===== src/rtl/lsu_pkg.sv =====
// Shared funct3 encodings, FSM state type and access-check helpers for the load/store unit.
`timescale 1ns/1ps

package lsu_pkg;

    // RISC-V load/store width encodings (funct3)
    localparam logic [2:0] LSU_B  = 3'b000;
    localparam logic [2:0] LSU_H  = 3'b001;
    localparam logic [2:0] LSU_W  = 3'b010;
    localparam logic [2:0] LSU_BU = 3'b100;
    localparam logic [2:0] LSU_HU = 3'b101;

    typedef enum logic [1:0] {
        ST_IDLE = 2'b00,
        ST_REQ  = 2'b01,
        ST_WAIT = 2'b10,
        ST_RESP = 2'b11
    } lsu_state_t;

    // Unknown encodings are illegal; unsigned widths only exist for loads.
    function automatic logic lsu_illegal(input logic [2:0] funct3, input logic store);
        logic bad;
        case (funct3)
            LSU_B, LSU_H, LSU_W: bad = 1'b0;
            LSU_BU, LSU_HU:      bad = store;
            default:             bad = 1'b1;
        endcase
        return bad;
    endfunction

    // Halfwords need an even address, words a word-aligned one; bytes never fault.
    function automatic logic lsu_misaligned(input logic [2:0] funct3, input logic [1:0] addr_lo);
        logic mis;
        case (funct3)
            LSU_H, LSU_HU: mis = addr_lo[0];
            LSU_W:         mis = (addr_lo != 2'b00);
            default:       mis = 1'b0;
        endcase
        return mis;
    endfunction

endpackage


===== src/rtl/lsu_align.sv =====
// Combinational lane logic: byte enables, replicated store data, access fault flag
// and load-data extraction with sign/zero extension.
`timescale 1ns/1ps

module lsu_align
    import lsu_pkg::*;
(
    input  logic [2:0]  funct3,
    input  logic        store,
    input  logic [1:0]  addr_lo,
    input  logic [31:0] wdata,
    input  logic [31:0] rdata,
    output logic [3:0]  be,
    output logic [31:0] lane_wdata,
    output logic        fault,
    output logic [31:0] load_data
);

    logic [7:0]  byte_s;
    logic [15:0] half_s;

    assign fault = lsu_illegal(funct3, store) | lsu_misaligned(funct3, addr_lo);

    // Byte enables and lane-replicated store data from access width and address
    always_comb begin
        be         = 4'b0000;
        lane_wdata = 32'h0000_0000;
        case (funct3[1:0])
            2'b00: begin
                be         = 4'b0001 << addr_lo;
                lane_wdata = {4{wdata[7:0]}};
            end
            2'b01: begin
                if (addr_lo[1]) begin
                    be = 4'b1100;
                end else begin
                    be = 4'b0011;
                end
                lane_wdata = {2{wdata[15:0]}};
            end
            2'b10: begin
                be         = 4'b1111;
                lane_wdata = wdata;
            end
            default: begin
                be         = 4'b0000;
                lane_wdata = 32'h0000_0000;
            end
        endcase
    end

    // Pick the addressed byte and halfword out of the returned word
    always_comb begin
        byte_s = 8'h00;
        half_s = 16'h0000;
        case (addr_lo)
            2'b00:   byte_s = rdata[7:0];
            2'b01:   byte_s = rdata[15:8];
            2'b10:   byte_s = rdata[23:16];
            2'b11:   byte_s = rdata[31:24];
            default: byte_s = 8'h00;
        endcase
        if (addr_lo[1]) begin
            half_s = rdata[31:16];
        end else begin
            half_s = rdata[15:0];
        end
    end

    // Extend the selected lane to 32 bits according to the load type
    always_comb begin
        load_data = 32'h0000_0000;
        case (funct3)
            LSU_B:   load_data = {{24{byte_s[7]}}, byte_s};
            LSU_H:   load_data = {{16{half_s[15]}}, half_s};
            LSU_W:   load_data = rdata;
            LSU_BU:  load_data = {24'h00_0000, byte_s};
            LSU_HU:  load_data = {16'h0000, half_s};
            default: load_data = 32'h0000_0000;
        endcase
    end

endmodule


===== src/rtl/lsu.sv =====
// Load/store unit: one outstanding request on a grant/valid data-memory port,
// returning an extended load value, a store completion or an access fault.
`timescale 1ns/1ps

module lsu
    import lsu_pkg::*;
(
    input  logic        clk,
    input  logic        rst_n,
    input  logic        req_valid,
    output logic        req_ready,
    input  logic        req_store,
    input  logic [2:0]  req_funct3,
    input  logic [31:0] req_addr,
    input  logic [31:0] req_wdata,
    output logic        mem_req,
    output logic        mem_we,
    output logic [31:0] mem_addr,
    output logic [3:0]  mem_be,
    output logic [31:0] mem_wdata,
    input  logic        mem_gnt,
    input  logic        mem_rvalid,
    input  logic [31:0] mem_rdata,
    output logic        rsp_valid,
    output logic [31:0] rsp_data,
    output logic        rsp_fault
);

    lsu_state_t  state_r, next_s;

    // Latched op attributes needed after acceptance (load extraction)
    logic        store_r,   store_n_s;
    logic [2:0]  funct3_r,  funct3_n_s;
    logic [1:0]  addr_lo_r, addr_lo_n_s;

    // Registered outputs and their next values
    logic        req_ready_r, req_ready_n_s;
    logic        mem_req_r,   mem_req_n_s;
    logic        mem_we_r,    mem_we_n_s;
    logic [31:0] mem_addr_r,  mem_addr_n_s;
    logic [3:0]  mem_be_r,    mem_be_n_s;
    logic [31:0] mem_wdata_r, mem_wdata_n_s;
    logic        rsp_valid_r, rsp_valid_n_s;
    logic [31:0] rsp_data_r,  rsp_data_n_s;
    logic        rsp_fault_r, rsp_fault_n_s;

    // Alignment helper inputs/outputs
    logic [2:0]  al_funct3_s;
    logic        al_store_s;
    logic [1:0]  al_addr_lo_s;
    logic [3:0]  al_be_s;
    logic [31:0] al_wdata_s;
    logic        al_fault_s;
    logic [31:0] al_load_s;

    // In IDLE the helper sees the incoming op; afterwards it sees the latched op
    always_comb begin
        al_funct3_s  = funct3_r;
        al_store_s   = store_r;
        al_addr_lo_s = addr_lo_r;
        if (state_r == ST_IDLE) begin
            al_funct3_s  = req_funct3;
            al_store_s   = req_store;
            al_addr_lo_s = req_addr[1:0];
        end else begin
            al_funct3_s  = funct3_r;
            al_store_s   = store_r;
            al_addr_lo_s = addr_lo_r;
        end
    end

    lsu_align u_align (
        .funct3     (al_funct3_s),
        .store      (al_store_s),
        .addr_lo    (al_addr_lo_s),
        .wdata      (req_wdata),
        .rdata      (mem_rdata),
        .be         (al_be_s),
        .lane_wdata (al_wdata_s),
        .fault      (al_fault_s),
        .load_data  (al_load_s)
    );

    // State register
    always_ff @(posedge clk or negedge rst_n) begin
        if (!rst_n) begin
            state_r <= ST_IDLE;
        end else begin
            state_r <= next_s;
        end
    end

    // Next-state logic
    always_comb begin
        next_s = state_r;
        case (state_r)
            ST_IDLE: begin
                if (req_valid) begin
                    if (al_fault_s) begin
                        next_s = ST_RESP;
                    end else begin
                        next_s = ST_REQ;
                    end
                end else begin
                    next_s = ST_IDLE;
                end
            end
            ST_REQ: begin
                if (mem_gnt) begin
                    if (store_r) begin
                        next_s = ST_RESP;
                    end else begin
                        next_s = ST_WAIT;
                    end
                end else begin
                    next_s = ST_REQ;
                end
            end
            ST_WAIT: begin
                if (mem_rvalid) begin
                    next_s = ST_RESP;
                end else begin
                    next_s = ST_WAIT;
                end
            end
            ST_RESP: next_s = ST_IDLE;
            default: next_s = ST_IDLE;
        endcase
    end

    // Output decode: next values of all registered outputs and latched op fields
    always_comb begin
        store_n_s     = store_r;
        funct3_n_s    = funct3_r;
        addr_lo_n_s   = addr_lo_r;
        mem_req_n_s   = mem_req_r;
        mem_we_n_s    = mem_we_r;
        mem_addr_n_s  = mem_addr_r;
        mem_be_n_s    = mem_be_r;
        mem_wdata_n_s = mem_wdata_r;
        rsp_valid_n_s = 1'b0;
        rsp_data_n_s  = rsp_data_r;
        rsp_fault_n_s = rsp_fault_r;
        req_ready_n_s = (next_s == ST_IDLE);
        case (state_r)
            ST_IDLE: begin
                if (req_valid) begin
                    store_n_s   = req_store;
                    funct3_n_s  = req_funct3;
                    addr_lo_n_s = req_addr[1:0];
                    if (al_fault_s) begin
                        // Faulting ops never reach memory
                        mem_req_n_s   = 1'b0;
                        rsp_valid_n_s = 1'b1;
                        rsp_fault_n_s = 1'b1;
                        rsp_data_n_s  = 32'h0000_0000;
                    end else begin
                        mem_req_n_s   = 1'b1;
                        mem_we_n_s    = req_store;
                        mem_addr_n_s  = {req_addr[31:2], 2'b00};
                        mem_be_n_s    = al_be_s;
                        mem_wdata_n_s = al_wdata_s;
                    end
                end else begin
                    mem_req_n_s = 1'b0;
                end
            end
            ST_REQ: begin
                if (mem_gnt) begin
                    mem_req_n_s = 1'b0;
                    if (store_r) begin
                        rsp_valid_n_s = 1'b1;
                        rsp_fault_n_s = 1'b0;
                        rsp_data_n_s  = 32'h0000_0000;
                    end else begin
                        rsp_valid_n_s = 1'b0;
                    end
                end else begin
                    mem_req_n_s = 1'b1;
                end
            end
            ST_WAIT: begin
                if (mem_rvalid) begin
                    rsp_valid_n_s = 1'b1;
                    rsp_fault_n_s = 1'b0;
                    rsp_data_n_s  = al_load_s;
                end else begin
                    rsp_valid_n_s = 1'b0;
                end
            end
            ST_RESP: begin
                rsp_valid_n_s = 1'b0;
            end
            default: begin
                mem_req_n_s   = 1'b0;
                rsp_valid_n_s = 1'b0;
            end
        endcase
    end

    // Output and op-field registers
    always_ff @(posedge clk or negedge rst_n) begin
        if (!rst_n) begin
            store_r     <= 1'b0;
            funct3_r    <= 3'b000;
            addr_lo_r   <= 2'b00;
            req_ready_r <= 1'b1;
            mem_req_r   <= 1'b0;
            mem_we_r    <= 1'b0;
            mem_addr_r  <= 32'h0000_0000;
            mem_be_r    <= 4'b0000;
            mem_wdata_r <= 32'h0000_0000;
            rsp_valid_r <= 1'b0;
            rsp_data_r  <= 32'h0000_0000;
            rsp_fault_r <= 1'b0;
        end else begin
            store_r     <= store_n_s;
            funct3_r    <= funct3_n_s;
            addr_lo_r   <= addr_lo_n_s;
            req_ready_r <= req_ready_n_s;
            mem_req_r   <= mem_req_n_s;
            mem_we_r    <= mem_we_n_s;
            mem_addr_r  <= mem_addr_n_s;
            mem_be_r    <= mem_be_n_s;
            mem_wdata_r <= mem_wdata_n_s;
            rsp_valid_r <= rsp_valid_n_s;
            rsp_data_r  <= rsp_data_n_s;
            rsp_fault_r <= rsp_fault_n_s;
        end
    end

    assign req_ready = req_ready_r;
    assign mem_req   = mem_req_r;
    assign mem_we    = mem_we_r;
    assign mem_addr  = mem_addr_r;
    assign mem_be    = mem_be_r;
    assign mem_wdata = mem_wdata_r;
    assign rsp_valid = rsp_valid_r;
    assign rsp_data  = rsp_data_r;
    assign rsp_fault = rsp_fault_r;

endmodule


===== config.mk =====
export PLATFORM = sky130hd
export DESIGN_NAME = lsu
export DESIGN_NICKNAME = d
export VERILOG_FILES = /design/src/rtl/lsu_pkg.sv /design/src/rtl/lsu_align.sv /design/src/rtl/lsu.sv
export SDC_FILE = /design/constraint.sdc
export NUM_CORES = 1
export LEC_CHECK = 0
export ABC_AREA = 0
export CORE_UTILIZATION = 37
export DETAILED_ROUTE_END_ITERATION = 16
export GPL_TIMING_DRIVEN = 0
export PLACE_DENSITY = 0.76
export SLEW_MARGIN = 20
export SYNTH_ARGS = -nofsm -noshare
export SYNTH_HDL_FRONTEND = slang
export SYNTH_HIERARCHICAL = 1
export SYNTH_SLANG_ARGS = --single-unit

===== constraint.sdc =====
create_clock -name clk -period 3.7 [get_ports clk]
set_input_delay 0.555 -clock clk [delete_from_list [all_inputs] [get_ports clk]]
set_output_delay 0.555 -clock clk [all_outputs]
set_load 0.05 [all_outputs]

* After elaboration in Yosys (flattened, before gate mapping)
Cells that the tools add are included.
** Storage, ports and cells
- Register bits after elaboration :: 111
- Input bits :: 105
- Output and inout bits :: 105
- Logic and storage cells :: 86
** Operators by class
- Equal/unequal tests :: 17
- Shifts and indexed selects :: 1
- Multiplexer cells :: 39
- Bitwise logic cells :: 2
- Reductions and logical operators :: 14
** Operators by type and width (number)
- case mux 32 bit (3 select lines) :: 2
- two-way mux 32 bit :: 5
- case mux 32 bit (5 select lines) :: 1
- case mux 8 bit (4 select lines) :: 1
- two-way mux 1 bit :: 16
- two-way mux 16 bit :: 1
- case mux 4 bit (3 select lines) :: 1
- equality test 2 bit (second input constant) :: 5
- inequality test 2 bit (second input constant) :: 5
- zero test 2 bit :: 4
- two-way mux 2 bit :: 4
- case mux 2 bit (4 select lines) :: 1
- equality test 2 x 1 -> 1 bit (second input constant) :: 3
- equality test 3 bit (second input constant) :: 2
- case mux 1 bit (2 select lines) :: 3
- AND reduction 6 bit :: 1
- two-way mux 4 bit :: 1
- case mux 1 bit (4 select lines) :: 1
- nonzero test 2 bit :: 2
- OR reduction 2 bit :: 2
- << shifter 1 x 2 -> 4 bit (first input constant) :: 1
- equality test 3 x 1 -> 1 bit (second input constant) :: 1
- equality test 3 x 2 -> 1 bit (second input constant) :: 1
- zero test 3 bit :: 1
- other kinds (8) :: 8

* Longest topological paths before layout
- Word-level depth :: 10
- Gate-level depth with buffers :: 14
- Depth with buffers taken out :: 10

* Hierarchy
The synthesis kept the hierarchy.
** By module, submodules not included
- lsu :: instances 1, cells each 334, area an instance 4639.4 um^2, seq. area each 2778.9 um^2
- lsu_align :: instances 1, cells each 177, area an instance 1271.2 um^2, seq. area each 0.0 um^2

* Worst setup path after synthesis
OpenSTA, ideal clock, no wires.
- Path type :: register to register
- Start point :: register state_r[0]
- End point :: register mem_addr_r[23], in the netlist mem_addr[23]
- Setup time :: 0.125 ns
- Arrival time :: 2.773 ns
- Data required time :: 3.575 ns
- Path slack :: 0.801 ns
- Stages on the path, launching flop included :: 14
- Buffers on the path :: 6
- Clock period less this slack :: 2.899 ns
- Path through :: dfrtp_1 inv_1 ha_1 buf_4 mux2_2 buf_4 buf_2 a221oi_1 a21oi_1 or2_1 clkbuf_1 buf_6 buf_6 mux2_4
** On the way
- Cells in the longest elaborated chain, start to end :: 8
- Elaborated cells between the ends (all ways) :: 18
- Classes of those cells :: eq/ne (4); mux (5); bitwise (2); reduce/logical (7)
** RTL lines
- start: declaration :: RTL line lsu.sv:29 : lsu_state_t state_r, next_s;
- start signal: assignment :: RTL line lsu.sv:89 : state_r <= next_s;
- zero test 2 bit * :: RTL line lsu.sv:61 : if (state_r == ST_IDLE) begin
- two-way mux 3 bit * :: RTL line lsu.sv:61
- named net al_funct3_s[0] :: RTL line lsu.sv:48 : logic [2:0] al_funct3_s;
- equality test 3 x 1 -> 1 bit (tied with other cells) :: RTL line lsu_pkg.sv:23, lsu_pkg.sv:34
- OR reduction 3 bit (tied with other cells) :: RTL line lsu_pkg.sv:23 : case (funct3)
- case mux 1 bit (2 select lines), on equally long branches :: RTL line lsu_pkg.sv:23, lsu_pkg.sv:34
- OR 1 bit * :: RTL line lsu_align.sv:22 : assign fault = lsu_illegal(funct3, store) | lsu_misaligned(funct3, addr_lo);
- named net al_fault_s :: RTL line lsu.sv:53 : logic al_fault_s;
- inverter 1 bit (no line) *
- AND reduction 3 bit (no line) *
- end signal: assignment :: RTL line lsu.sv:223 : mem_addr_r <= mem_addr_n_s;
- end: declaration :: RTL line lsu.sv:40 : logic [31:0] mem_addr_r, mem_addr_n_s;
The timed path passes the listed nets; every way through them passes the cells marked *.
A chain may end at the register's enable or synchronous reset.

* Worst setup path in the final report
- Start point :: register state_r[1]
- End point :: register mem_wdata_r[28], in the netlist mem_wdata[28]
** On the way
- Cells in the longest elaborated chain, start to end :: 8
- Elaborated cells between the ends (all ways) :: 22
- Classes of those cells :: eq/ne (6); mux (6); bitwise (2); reduce/logical (8)
** RTL lines
- zero test 2 bit * :: RTL line lsu.sv:61
- two-way mux 3 bit * :: RTL line lsu.sv:61
- named net al_funct3_s[0] :: RTL line lsu.sv:48
- equality test 3 x 1 -> 1 bit (tied with other cells) :: RTL line lsu_pkg.sv:23, lsu_pkg.sv:34
- OR reduction 3 bit (tied with other cells) :: RTL line lsu_pkg.sv:23
- case mux 1 bit (2 select lines), on equally long branches :: RTL line lsu_pkg.sv:23, lsu_pkg.sv:34
- OR 1 bit * :: RTL line lsu_align.sv:22
- named net al_fault_s :: RTL line lsu.sv:53
- inverter 1 bit (no line) *
- AND reduction 3 bit (no line) *
- end signal: assignment :: RTL line lsu.sv:225 : mem_wdata_r <= mem_wdata_n_s;
- end: declaration :: RTL line lsu.sv:42 : logic [31:0] mem_wdata_r, mem_wdata_n_s;
Marks and branches as above.

==> impl_summary.md <==
Detailed routing
For this run, design rule violations remaining after detail routing come to 0. In the final routing, the length of wire on met1 measures approximately 7400 um. The first-pass iteration count of the detailed router is 4. In the detailed route, the total length drawn on met2 is roughly 8300 um.

The amount of wire on met3 after detailed routing is approximately 1500 um. Dividing the detail-routed via count by the number of cells gives between 5 and 6. For this block, the routed nets add up to between 15000 and 20000 um of wire.

The routed length per instance is 18.5 um. The number of antenna-violating nets in the routed design is 0. Summing over every cut layer, the via total after detailed routing is roughly 4.7k. In this run the top signal layer used is met4. The detailed router's first-iteration violation count is 189.

Die
The die covers roughly 16000 um2. The core area is roughly 15000 um2. The floorplan has 45 rows. The die boundary width is 128 um. The height of the die is 128 um. For this design the top-level I/O count stands at 210. The initial utilization of the core area, before any placement, comes to 38.5%.

Power
The share of total power dissipated in combinational logic is roughly two thirds. The power density normalized to cell area is between 1000 and 1500 nW/um2. The standby leakage power is a little under 0.004 uW. VDD sags by at most ~0.00060 V. In this run switching power makes up 48.4% of total power. The cell internal power dissipation is 4800 uW. In this run the power spent charging and discharging nets is 4500 uW. Sequential cells burn approximately 22% of the power. The proportion of power drawn by the clock network is 11.1%.

Timing
Static timing analysis puts the maximum clock frequency at 0.299 GHz. The slew of the pin with the lowest slew margin is about 0.63 ns. The worst pin sits at a relative slew slack of 57.9%. The number of max-slew violations in the final report is 0.

Setup repair after global routing left no endpoint under its margin. The smallest clock period supported by the final layout is computed as around 3.3 ns. The count of final hold-check violations is 0. The clock arrives with ~0.0076 ns of skew.

Across all setup checks in the final design, the least slack found is approximately 0.36 ns. The final critical-path share of the clock period is 90.3%. After routing, the total negative slack on setup checks comes to 0 ns. Setup violations remaining at the end of the flow were counted as 0.

Global route
The number of global-route vias before repair is 5105. Entering global routing, the biggest net connects 74 pins. The initial antenna violation count came to 0. The total overflow left after global routing is 0. Global routing used 21.8% of the available tracks. The wire length of the first global-routing pass is ~27000 um.

Logic synthesis
The biggest area contributor in the post-synthesis netlist is sky130_fd_sc_hd__dfrtp_1. The average cell area after synthesis is between 10 and 15 um2. Of the synthesized area, sequential elements account for approximately 47%.

The number of register bits inferred by synthesis is around 110. Synthesis produced a netlist whose cell count is 511. The synthesized design devotes to its leading area cell type a little under half of total area. The synthesized netlist occupies a cell area of 5910 um2. The number of library cell types mapped by synthesis is 44.

The Yosys step of the flow raised 6 warnings. The number of enable flip-flop cells after synthesis is 0. Counting flops with an async set or reset pin after synthesis yields a share of 100%. Among all flip-flop cells after synthesis, the most frequent one is sky130_fd_sc_hd__dfrtp_1. Sorting the synthesized cells by area gives the leading types as sky130_fd_sc_hd__dfrtp_1 47%, sky130_fd_sc_hd__mux2_2 14%, sky130_fd_sc_hd__mux2i_1 8.3%, sky130_fd_sc_hd__mux2_4 5.1%, sky130_fd_sc_hd__nand2_1 3.6%.

Flow run
The max-capacitance violation count is 0.

Place
Once detailed placement completed, the half-perimeter wirelength came to 13300 um. Input and output buffers added on the ports amount to approximately 210. Including well taps, the total number of placed cells is 931. The worst-case setup slack after placement is 0.228 ns. At the end of routability-driven placement, the weighted congestion stood at about 0.89.

CTS
Clock-pin slew was measured on the worst setup and hold paths at 0.07 ns. The number of setup buffers added after CTS is 0. In this run, post-CTS hold repair placed 0 buffers. The post-cts repair resize count is 0. The H-tree depth reported by CTS is 3. The tree built by TritonCTS fans out to between 100 and 150 sinks.

The clock insertion delay at the later pin of the skew report is about 0.35 ns. The TritonCTS clock tree is built. The cell sitting at the root of the clock tree is a sky130_fd_sc_hd__clkbuf_16. The buffer levels on the longest clock path is 2.

The CTS buffer count is 9.

Setup path
STA classifies the critical path startpoint as a register. The critical path data arrival time is 3.58 ns. The worst register-to-register path has a depth of 13. STA classifies the critical path endpoint as a register. The critical path's slowest cell is sky130_fd_sc_hd__dfrtp_1.

Data on the critical path is required at its endpoint by 3.94 ns. Of all nets on the critical path, the largest fanout is 10. The critical path in this run is classified as reg -> reg. Traced cell by cell, the critical path runs through inv_1 > ha_1 > buf_4 > mux2_2 > buf_4 > buf_2 > a221oi_1 > a21oi_1 > or2_1 > clkbuf_1 > buf_6 > buf_6 > mux2_4.

For this run, the slowest stage of the critical path takes roughly 0.41 ns.

Cells and area
The post-route netlist has between 20% and 30% of its cells at a drive strength greater than 1. After the flow finishes, the layout carries non-filler instances totaling between 900 and 1k. The area growth from synthesis to layout is 45.4%.

The net count of the finished layout is ~840. The final antenna diode count is 0.

Status
The flow ran to the end, and the final reports show no timing, DRC or antenna violations.

Worst hold path
The tightest min-delay check is of the in -> async type.
[cell usage after synthesis (2+ instances only)]
library cell / count
sky130_fd_sc_hd__dfrtp_1: 110
sky130_fd_sc_hd__mux2_2: 75
sky130_fd_sc_hd__nand2_1: 57
sky130_fd_sc_hd__mux2i_1: 49
sky130_fd_sc_hd__inv_1: 44
sky130_fd_sc_hd__mux2_4: 20
sky130_fd_sc_hd__a211oi_1: 16
sky130_fd_sc_hd__a21o_1: 16
sky130_fd_sc_hd__a21oi_1: 14
sky130_fd_sc_hd__buf_2: 12
sky130_fd_sc_hd__clkbuf_1: 12
sky130_fd_sc_hd__nor2_1: 11
sky130_fd_sc_hd__buf_6: 9
sky130_fd_sc_hd__a221o_1: 8
sky130_fd_sc_hd__and2_1: 5
sky130_fd_sc_hd__buf_4: 5
sky130_fd_sc_hd__ha_1: 5
sky130_fd_sc_hd__o21ai_0: 5
sky130_fd_sc_hd__o2bb2ai_1: 5
sky130_fd_sc_hd__a22o_1: 4
sky130_fd_sc_hd__nor2b_1: 3
sky130_fd_sc_hd__o22ai_1: 3
sky130_fd_sc_hd__a22oi_1: 2
[final timing paths]
check | endpoint | slack (ns) | startpoint
max | mem_wdata[28] | 0.36 | state_r[1]
min | rsp_data[28] | 0.10 | rst_n
max reg2reg | mem_wdata[28] | 0.36 | state_r[1]
min reg2reg | funct3_r[0] | 0.51 | funct3_r[0]
max in group asynchronous | mem_be[1] | 2.88 | rst_n
min in group clk | funct3_r[0] | 0.51 | funct3_r[0]
[sequential cells by signal, summed over array words and instances (netlist names), 2 cells and up]
name and count:
state_r 2, mem_be 4, addr_lo_r 2, mem_addr 30, rsp_data 32, mem_wdata 32
funct3_r 3
[power by group through the flow]
stage	Clock [uW]	Combinational (uW)	Sequential, uW
after CTS	1060	6220	2080
after global routing	1100	6530	2150
after floorplan	0	2640	3760
after global placement	0	6100	2070
final	1030	6190	2080
after detailed placement	0	6200	2090
[per-stage QoR]
step	utilization, %	hold slack [ns]	total power (uW)	instance area, um2
after global placement	53.7	0.485	8160	8250
after global routing	55.9	0.131	9780	8600
after detailed placement	53.9	0.492	8290	8280
after CTS	55.9	0.114	9360	8600
final	55.9	0.103	9300	8600
after floorplan	-	0.259	6390	5910
[metal layers]
layer  track usage, %  vias to the layer above
met5                0                        -
li1                 -                     2200
met4             7.34                        0
met2             36.0                      198
met1             27.5                     2323
met3             6.32                       20
[kinds of logic (layout without fill, tap and decap cells)]
kind of cell             after synthesis  count (layout)  share of synthesized area, %
buffers and inverters                 83             307                          6.99
multiplexers                         145             145                          28.0
other                                  1               2                        0.0634
flip-flops                           111             111                          47.0
AO/OA/AOI/OAI                         80              80                          10.4
AND/OR/NAND/NOR                       86              86                          6.48
adder cells (fa/ha/maj)                5               5                          1.06
[worst max-delay path, delay by kind of cell, from the launching register on]
kind,cells,cell delay (ns)
buf+inv,7,1.28
flops,1,0.41
compound gates,2,0.37
simple gates,1,0.24
fa+ha+maj,1,0.21
mux,2,0.71
[cell usage in the layout (no fill, tap or decap), types with 3 or more instances in the layout]
| cell | count |
|---|---|
| sky130_fd_sc_hd__clkbuf_16 | 9 |
| sky130_fd_sc_hd__mux2_2 | 75 |
| sky130_fd_sc_hd__nor2_1 | 11 |
| sky130_fd_sc_hd__mux2i_1 | 49 |
| sky130_fd_sc_hd__nor2b_1 | 3 |
| sky130_fd_sc_hd__buf_6 | 10 |
| sky130_fd_sc_hd__nand2_1 | 57 |
| sky130_fd_sc_hd__and2_1 | 5 |
| sky130_fd_sc_hd__o21ai_0 | 5 |
| sky130_fd_sc_hd__buf_2 | 12 |
| sky130_fd_sc_hd__a221o_1 | 8 |
| sky130_fd_sc_hd__dfrtp_1 | 110 |
| sky130_fd_sc_hd__ha_1 | 5 |
| sky130_fd_sc_hd__a21o_1 | 16 |
| sky130_fd_sc_hd__inv_1 | 44 |
| sky130_fd_sc_hd__clkbuf_1 | 12 |
| sky130_fd_sc_hd__a211oi_1 | 16 |
| sky130_fd_sc_hd__clkdlybuf4s50_1 | 206 |
| sky130_fd_sc_hd__o22ai_1 | 3 |
| sky130_fd_sc_hd__o2bb2ai_1 | 5 |
| sky130_fd_sc_hd__buf_4 | 5 |
| sky130_fd_sc_hd__a22o_1 | 4 |
| sky130_fd_sc_hd__mux2_4 | 20 |
| sky130_fd_sc_hd__a21oi_1 | 14 |
[area by class of cell]
type,instances,area (um2)
tap,211,264
sequential,111,2780
buffer,39,248
timing repair buffer,208,2100
clock buffer,11,253
multi-input combinational,318,2720
fill,1316,6780
clock inverter,5,63.8
inverter,44,165
Power figures use the tool's default switching activity.
